`src/rtl/dp_inst_encoder.sv`:
```
// rtl/dp_inst_encoder.sv - ARM data-processing instruction encoder with legality check and output FIFO (optional stats: DP_ENC_STATS_EN)
module dp_inst_encoder #(
  parameter int DEPTH = 2,
  parameter int CNT_W = 8
) (
  input  logic             clk,
  input  logic             rst_n,
  input  logic             in_valid,
  output logic             in_ready,
  input  logic [1:0]       in_form,
  input  logic [3:0]       in_cond,
  input  logic [3:0]       in_op,
  input  logic             in_s,
  input  logic [3:0]       in_rn,
  input  logic [3:0]       in_rd,
  input  logic [3:0]       in_rm,
  input  logic [3:0]       in_rs,
  input  logic [1:0]       in_type,
  input  logic [4:0]       in_imm5,
  input  logic [3:0]       in_rot,
  input  logic [7:0]       in_imm8,
  output logic             out_valid,
  input  logic             out_ready,
  output logic [31:0]      out_data,
  output logic             err,
  output logic [1:0]       err_cause
`ifdef DP_ENC_STATS_EN
  ,
  output logic [CNT_W-1:0] enc_cnt,
  output logic [CNT_W-1:0] rej_cnt
`endif
);

  localparam int PW = (DEPTH > 1) ? $clog2(DEPTH) : 1;
  localparam logic [PW:0] DEPTH_C = DEPTH[PW:0];

  logic [31:0]   mem [DEPTH];
  logic [PW-1:0] wr_ptr;
  logic [PW-1:0] rd_ptr;
  logic [PW:0]   count;
  logic [31:0]   word;
  logic [1:0]    cause;
  logic          push;
  logic          legal;
  logic          wr_en;
  logic          rd_en;

  // Full/empty come straight from the count register, so in_ready never sees out_ready.
  assign in_ready  = (count < DEPTH_C);
  assign out_valid = (count != '0);
  assign out_data  = out_valid ? mem[rd_ptr] : 32'd0;

  assign push  = in_valid & in_ready;
  assign legal = (cause == 2'd0);
  assign wr_en = push & legal;
  assign rd_en = out_valid & out_ready;

  // Pack the requested form and apply the decoder's acceptance rules in priority order.
  always_comb begin
    word  = '0;
    cause = 2'd0;
    word[31:28] = in_cond;
    word[24:21] = in_op;
    word[20]    = in_s;
    word[19:16] = in_rn;
    word[15:12] = in_rd;
    case (in_form)
      2'd0: word[11:0] = {in_imm5, in_type, 1'b0, in_rm};
      2'd1: word[11:0] = {in_rs, 1'b0, in_type, 1'b1, in_rm};
      2'd2: begin
        word[25]   = 1'b1;
        word[11:0] = {in_rot, in_imm8};
      end
      default: word[11:0] = '0;
    endcase
    if (in_form == 2'd3) begin
      cause = 2'd1;
    end else if ((in_op[3:2] == 2'b10) && !in_s) begin
      cause = 2'd2;
    end else if ((in_rd == 4'd15) &&
                 !((in_rn == 4'd14) && in_s && ((in_op == 4'hD) || (in_op == 4'h2)))) begin
      cause = 2'd3;
    end
  end

  // Storage array needs no reset; out_data is masked while the queue is empty.
  always_ff @(posedge clk) begin
    if (wr_en) begin
      mem[wr_ptr] <= word;
    end
  end

  // Pointers, occupancy and rejection reporting.
  always_ff @(posedge clk) begin
    if (!rst_n) begin
      wr_ptr    <= '0;
      rd_ptr    <= '0;
      count     <= '0;
      err       <= 1'b0;
      err_cause <= 2'd0;
    end else begin
      if (wr_en) begin
        wr_ptr <= wr_ptr + PW'(1);
      end
      if (rd_en) begin
        rd_ptr <= rd_ptr + PW'(1);
      end
      case ({wr_en, rd_en})
        2'b10:   count <= count + (PW+1)'(1);
        2'b01:   count <= count - (PW+1)'(1);
        default: count <= count;
      endcase
      err <= push & !legal;
      if (push && !legal) begin
        err_cause <= cause;
      end
    end
  end

`ifdef DP_ENC_STATS_EN
  // Saturating counts of accepted legal and rejected requests.
  always_ff @(posedge clk) begin
    if (!rst_n) begin
      enc_cnt <= '0;
      rej_cnt <= '0;
    end else begin
      if (wr_en && (enc_cnt != '1)) begin
        enc_cnt <= enc_cnt + CNT_W'(1);
      end
      if (push && !legal && (rej_cnt != '1)) begin
        rej_cnt <= rej_cnt + CNT_W'(1);
      end
    end
  end
`endif

endmodule

```
`config.mk`:
```
export PLATFORM = sky130hd
export DESIGN_NAME = dp_inst_encoder
export DESIGN_NICKNAME = d
export VERILOG_FILES = /design/src/rtl/dp_inst_encoder.sv
export SDC_FILE = /design/constraint.sdc
export NUM_CORES = 1
export LEC_CHECK = 0
export ABC_CLOCK_PERIOD_IN_PS = 3050
export BUFFER_PORTS_ARGS = -buffer_cell sky130_fd_sc_hd__buf_2
export CAP_MARGIN = 20
export CORE_MARGIN = 1.5
export CORE_UTILIZATION = 46
export DETAILED_ROUTE_END_ITERATION = 16
export PLACE_DENSITY = 0.75
export SYNTH_ARGS = -nofsm -noshare
export SYNTH_HDL_FRONTEND = slang
export SYNTH_SLANG_ARGS = --single-unit
```
`constraint.sdc`:
```
create_clock -name clk -period 3.05 [get_ports clk]
set_input_delay 0.305 -clock clk [delete_from_list [all_inputs] [get_ports clk]]
set_output_delay 0.305 -clock clk [all_outputs]
set_load 0.02 [all_outputs]
```
Yosys cells after proc, flatten, opt, wreduce, memory -nomap -nowiden

Memories as Yosys holds them, arrays and structs flattened. A register that Yosys moved wholly into a read port is not among the register bits.
Cells that the tools add are included.

Memories: 1
Bits in registers: 7
RAM bits: 60

Add/sub/neg operators: 4
Bitwise logic cells: 4
Magnitude comparators: 1
Reduce and logical (&&, ||, !) cells: 13
Mux-type cells: 11
Equal/unequal tests: 10

Memory list:

| memory | depth | width | read ports | clocked after memory_dff | write ports | line | text |
|---|---|---|---|---|---|---|---|
| mem    | 2     | 30    | 1          | 1                        | 1           | 37   | `logic [31:0] mem [DEPTH];` |

Operator list:

| kind                  | count |
|---|---|
| $pmux W12 S3          | 1 |
| $mux W32              | 1 |
| $eq A4 B4 Y1 const B  | 3 |
| $eq A2 B2 Y1 const B  | 4 |
| $mux W2               | 3 |
| $logic_and A1 B1 Y1   | 5 |
| $mux W1               | 5 |
| $and A1 B1 Y1         | 4 |
| $eq A2 B1 Y1 const B  | 2 |
| $eq A4 B2 Y1 const B  | 1 |
| $logic_not A2 Y1      | 2 |
| $pmux W2 S2           | 1 |
| $reduce_bool A2 Y1    | 2 |
| $logic_not A1 Y1      | 3 |
| $add A1 B1 Y1 const B | 2 |
| $add A2 B1 Y2 const B | 1 |
| $lt A2 B2 Y1 const B  | 1 |
| $sub A2 B1 Y2 const B | 1 |
| $logic_or A1 B1 Y1    | 1 |

Depth between registers and ports, before layout

Depth in word-level cells: 12
Mapped depth: 7
Gate-level depth less buffers: 7

Least setup slack after synthesis

Ideal clock, no wire load.

Kind: input to register
From: input in_op[0]
To: memory mem[0][0] (netlist name), enable pin
Setup time: 0.417 ns
Cell stages on the path: 4
Buffers on the path: 0
Slack: 0.051 ns
Arrival: 2.582 ns
Path through: or4b_4 a211oi_4 o21ai_1 nor2_1

Longest elaborated chain between the ends: 12

RTL lines:

| what                                         | line | text |
|---|---|---|
| start, declared                              | 12   | `input logic [3:0] in_op,` |
| $eq A4 B4 Y1 or $eq A4 B2 Y1 (tied branches) | 81   | `!((in_rn == 4'd14) && in_s && ((in_op == 4'hD) \|\| (in_op == 4'h2)))) begin` |
| $logic_or A1 B1 Y1 *                         | 81   |  |
| $logic_and A1 B1 Y1 *                        | 81   |  |
| $logic_not A1 Y1 *                           | 81   |  |
| $logic_and A1 B1 Y1 *                        | 80   | `end else if ((in_rd == 4'd15) &&` |
| $mux W2 *                                    | 80   |  |
| $mux W2 *                                    | 78   | `end else if ((in_op[3:2] == 2'b10) && !in_s) begin` |
| $mux W2 *                                    | 76   | `if (in_form == 2'd3) begin` |
| $logic_not A2 Y1 *                           | 54   | `assign legal = (cause == 2'd0);` |
| $and A1 B1 Y1 *                              | 55   | `assign wr_en = push & legal;` |
| $mux W1 *                                    | 88   | `if (wr_en) begin` |
| $mux W1 (not written as such) *              | 89   | `mem[wr_ptr] <= word;` |
| end, declared                                | 37   |  |

Every way passes the cells marked *; elsewhere a longest branch is shown, timed or not.

Worst setup path in the final report

From: input in_op[0]
To: register count[1]

Longest elaborated chain between the ends: 12

RTL lines:

| what                                              | line | text |
|---|---|---|
| $eq A4 B4 Y1 or $eq A4 B2 Y1 (tied branches)      | 81   |  |
| $logic_or A1 B1 Y1 *                              | 81   |  |
| $logic_and A1 B1 Y1 *                             | 81   |  |
| $logic_not A1 Y1 *                                | 81   |  |
| $logic_and A1 B1 Y1 *                             | 80   |  |
| $mux W2 *                                         | 80   |  |
| $mux W2 *                                         | 78   |  |
| $mux W2 *                                         | 76   |  |
| $logic_not A2 Y1 *                                | 54   |  |
| $and A1 B1 Y1 *                                   | 55   |  |
| $eq A2 B1 Y1 or $eq A2 B2 Y1 (tied branches)      | 108  | `case ({wr_en, rd_en})` |
| $pmux W2 S2 or $reduce_bool A2 Y1 (tied branches) | -    |  |
| end signal, assigned                              | 109  | `2'b10: count <= count + (PW+1)'(1);` |
| end signal, assigned                              | 110  | `2'b01: count <= count - (PW+1)'(1);` |
| end signal, assigned                              | 111  | `default: count <= count;` |
| end, declared                                     | 40   | `logic [PW:0] count;` |

Marked as above.
A chain may end at the register's enable or synchronous reset.

==> metrics.txt <==
status finished, final reports clean; initial core utilization 48.4%; CP delay by family, top simple AND/OR/NAND/NOR gates; Mapped Area 0.00292 mm²; 1st-pass router iterations 4; detailed placement HPWL 3830 µm; Worst Clk Skew 0.0117 ns; worst-path maximum fanout 6; post-cts sizing count 0; register area share after synthesis 67.3%; share of cells above drive strength 1 33.3%; pwr dens 754 mW/mm²; Vias 1,942; Mean Syn Cell Area 13.3 µm²; Routed wire per std cell 14.6 µm; drt drc 0; CP Depth 7; # clock sinks 68; Post-Syn Instances 220; Yosys cell types 34; Area Growth Syn to Fin 22.0%; first-pass GRT wire length 8360 µm; Static Leak 1.43 nW; Hold/Removal Path Class input port to flip-flop; top-count cell post-synth edfxtp_1; clock root cell clkbuf_8; CTS tree built; Synth top area share 61.8%; count of final setup violators 0; clock tree buffer depth 2; CP Buf/Inv Count 1; GR Overflow Total 0; area of the core 0.00603 mm²; CTS H-Tree Depth 3; Tmin final 2.12 ns; hold buffers post-CTS 0; async set or reset register ratio after synthesis 0%; Critical Path End Type flip-flop; Antenna Cells 0; Worst path max stage delay 0.54 ns; drt initial violations 81; RSZ-0062 raised after global routing no; worst slew pin tran 0.924 ns; yosys warns 0; period utilization 69.5%; Setup Buffers After CTS 0; Max stage delay cell, worst path or4b_4; # port buffers 84; top cells by area, synth edfxtp_1, mux2i_1, dfxtp_1; dominant synthesized flop cell edfxtp_1; Max-slew headroom 38.3%; Clk Latency, worst-skew pair 0.32 ns; Final Max Tran Viols 0; number of max-cap violations 0; vias in the first global route 1,871; Die W 82.6 µm; register bit total from synthesis 68; total negative slack 0 ns; critical path required time 3.30 ns; EDFF count, synth 60; Post-DRT Antenna Nets 0; final hold violations 0; FMAX 472 MHz; worst r2r path cells 6; CTS Buf Count 9; Synth area leader edfxtp_1; Top Ports 87; worst-path cell chain buf_2, or4b_4, a211oi_4, o21ai_1, ha_1, or3_1, a21boi_0; total chip power 0.00268 W; CP startpoint kind input port; Total Wirelength 5640 µm; placer congestion estimate 0.784; height of the die 82.6 µm; Setup Crit Path Kind input port to flip-flop; clock slew seen by the registers of the worst setup and hold paths 0.07 ns; Cell Rows 28; hold depth 1; top cells by count, synth edfxtp_1, mux2i_1, nor2_1; vias per cell 5.02; nets 358; maximum vdd ir drop 0.393 mV; critical path arrival 2.37 ns; Die ar. 0.00683 mm²; initial antenna violation count 0; GRT Total Usage 17.3%; pin count of the biggest net entering global routing 32
==> kinds of logic (layout without fill, tap and decap cells) <==
kind of cell / Yosys count / after routing / synth area share [%]
buf+inv: 21 / 112 / 3.13
other cells: 1 / 2 / 0.129
mux: 35 / 35 / 12.0
fa+ha+maj: 1 / 1 / 0.429
simple gates: 67 / 67 / 10.8
compound gates: 24 / 24 / 5.32
xor+xnor: 3 / 3 / 0.901
flops: 68 / 68 / 67.3
==> through the flow <==
step / setup WS (ns) / util (%) / hold slack, ns / cell area (µm²) / cells
finish: 0.930 / 59.1 / 0.175 / 3560 / 387
global route: 0.793 / 59.1 / 0.147 / 3560 / 387
CTS: 0.902 / 59.1 / 0.157 / 3560 / 387
detailed placement: 0.595 / 56.5 / 0.498 / 3410 / 371
global placement: 0.648 / 56.5 / 0.496 / 3410 / 371
floorplan: 0.0509 / - / 0.404 / 2920 / 221
==> power breakdown <==
part	switching [W]	internal [W]	total, W
combinational	0.000528	0.000334	0.000862
sequential	0.000107	0.00114	0.00124
clock	0.000287	0.000291	0.000577
total	0.000922	0.00176	0.00268
==> path summary, 6_finish.rpt <==
| check | from | endpoint | slack [ns] |
|---|---|---|---|
| max | in_op[0] | count[1] | 0.93 |
| min | in_cond[0] | mem[0][26] | 0.18 |
| max reg2reg | count[1] | count[1] | 1.11 |
| min reg2reg | err_cause[1] | err_cause[1] | 0.55 |
==> routing by layer <==
metal	GRT usage, %	wire length, µm
met1	19.2	2230
met2	30.7	3040
met3	4.51	301
met4	8.17	66
met5	0	0
==> cells in the final DEF (no fill, tap or decap) <==
cell type   n
buf_2      84
clkbuf_1    4
a21oi_1     4
buf_4       3
xor2_1      1
and4b_1     1
inv_1       9
nor3b_1     1
and3_1      2
xnor2_1     2
dfxtp_2     1
nor2_1     32
o21ai_1     1
o311ai_0    1
ha_1        1
nand4_1     2
mux2i_1    35
o221a_1     1
clkinv_1    1
a2bb2oi_1   1
nor2_2      2
o21ai_0    13
clkbuf_8    9
nand2_1    15
edfxtp_1   60
or3_1       1
nor2b_1     3
nand4b_1    1
nand2b_1    1
a21boi_0    1
a211oi_4    1
or2_1       1
or4b_4      1
clkinv_2    2
and2_1      3
a41oi_1     1
dfxtp_1     7
conb_1      2
nor3_2      1
==> state kept, by name, indices dropped and copies added (netlist names), named ones only <==
signal	flops
count	2
err	1
err_cause	2
mem	60
rd_ptr	1
wr_ptr	1
==> area by class of cell <==
| class | count | area, µm² |
|---|---|---|
| multi-input combinational | 132 | 872 |
| clock buffer | 13 | 139 |
| sequential | 68 | 1960 |
| inverter | 9 | 33.8 |
| timing repair buffer | 87 | 443 |
| tap | 75 | 93.8 |
| fill | 509 | 2470 |
| clock inverter | 3 | 13.8 |
(Power assumes the default switching activity.)
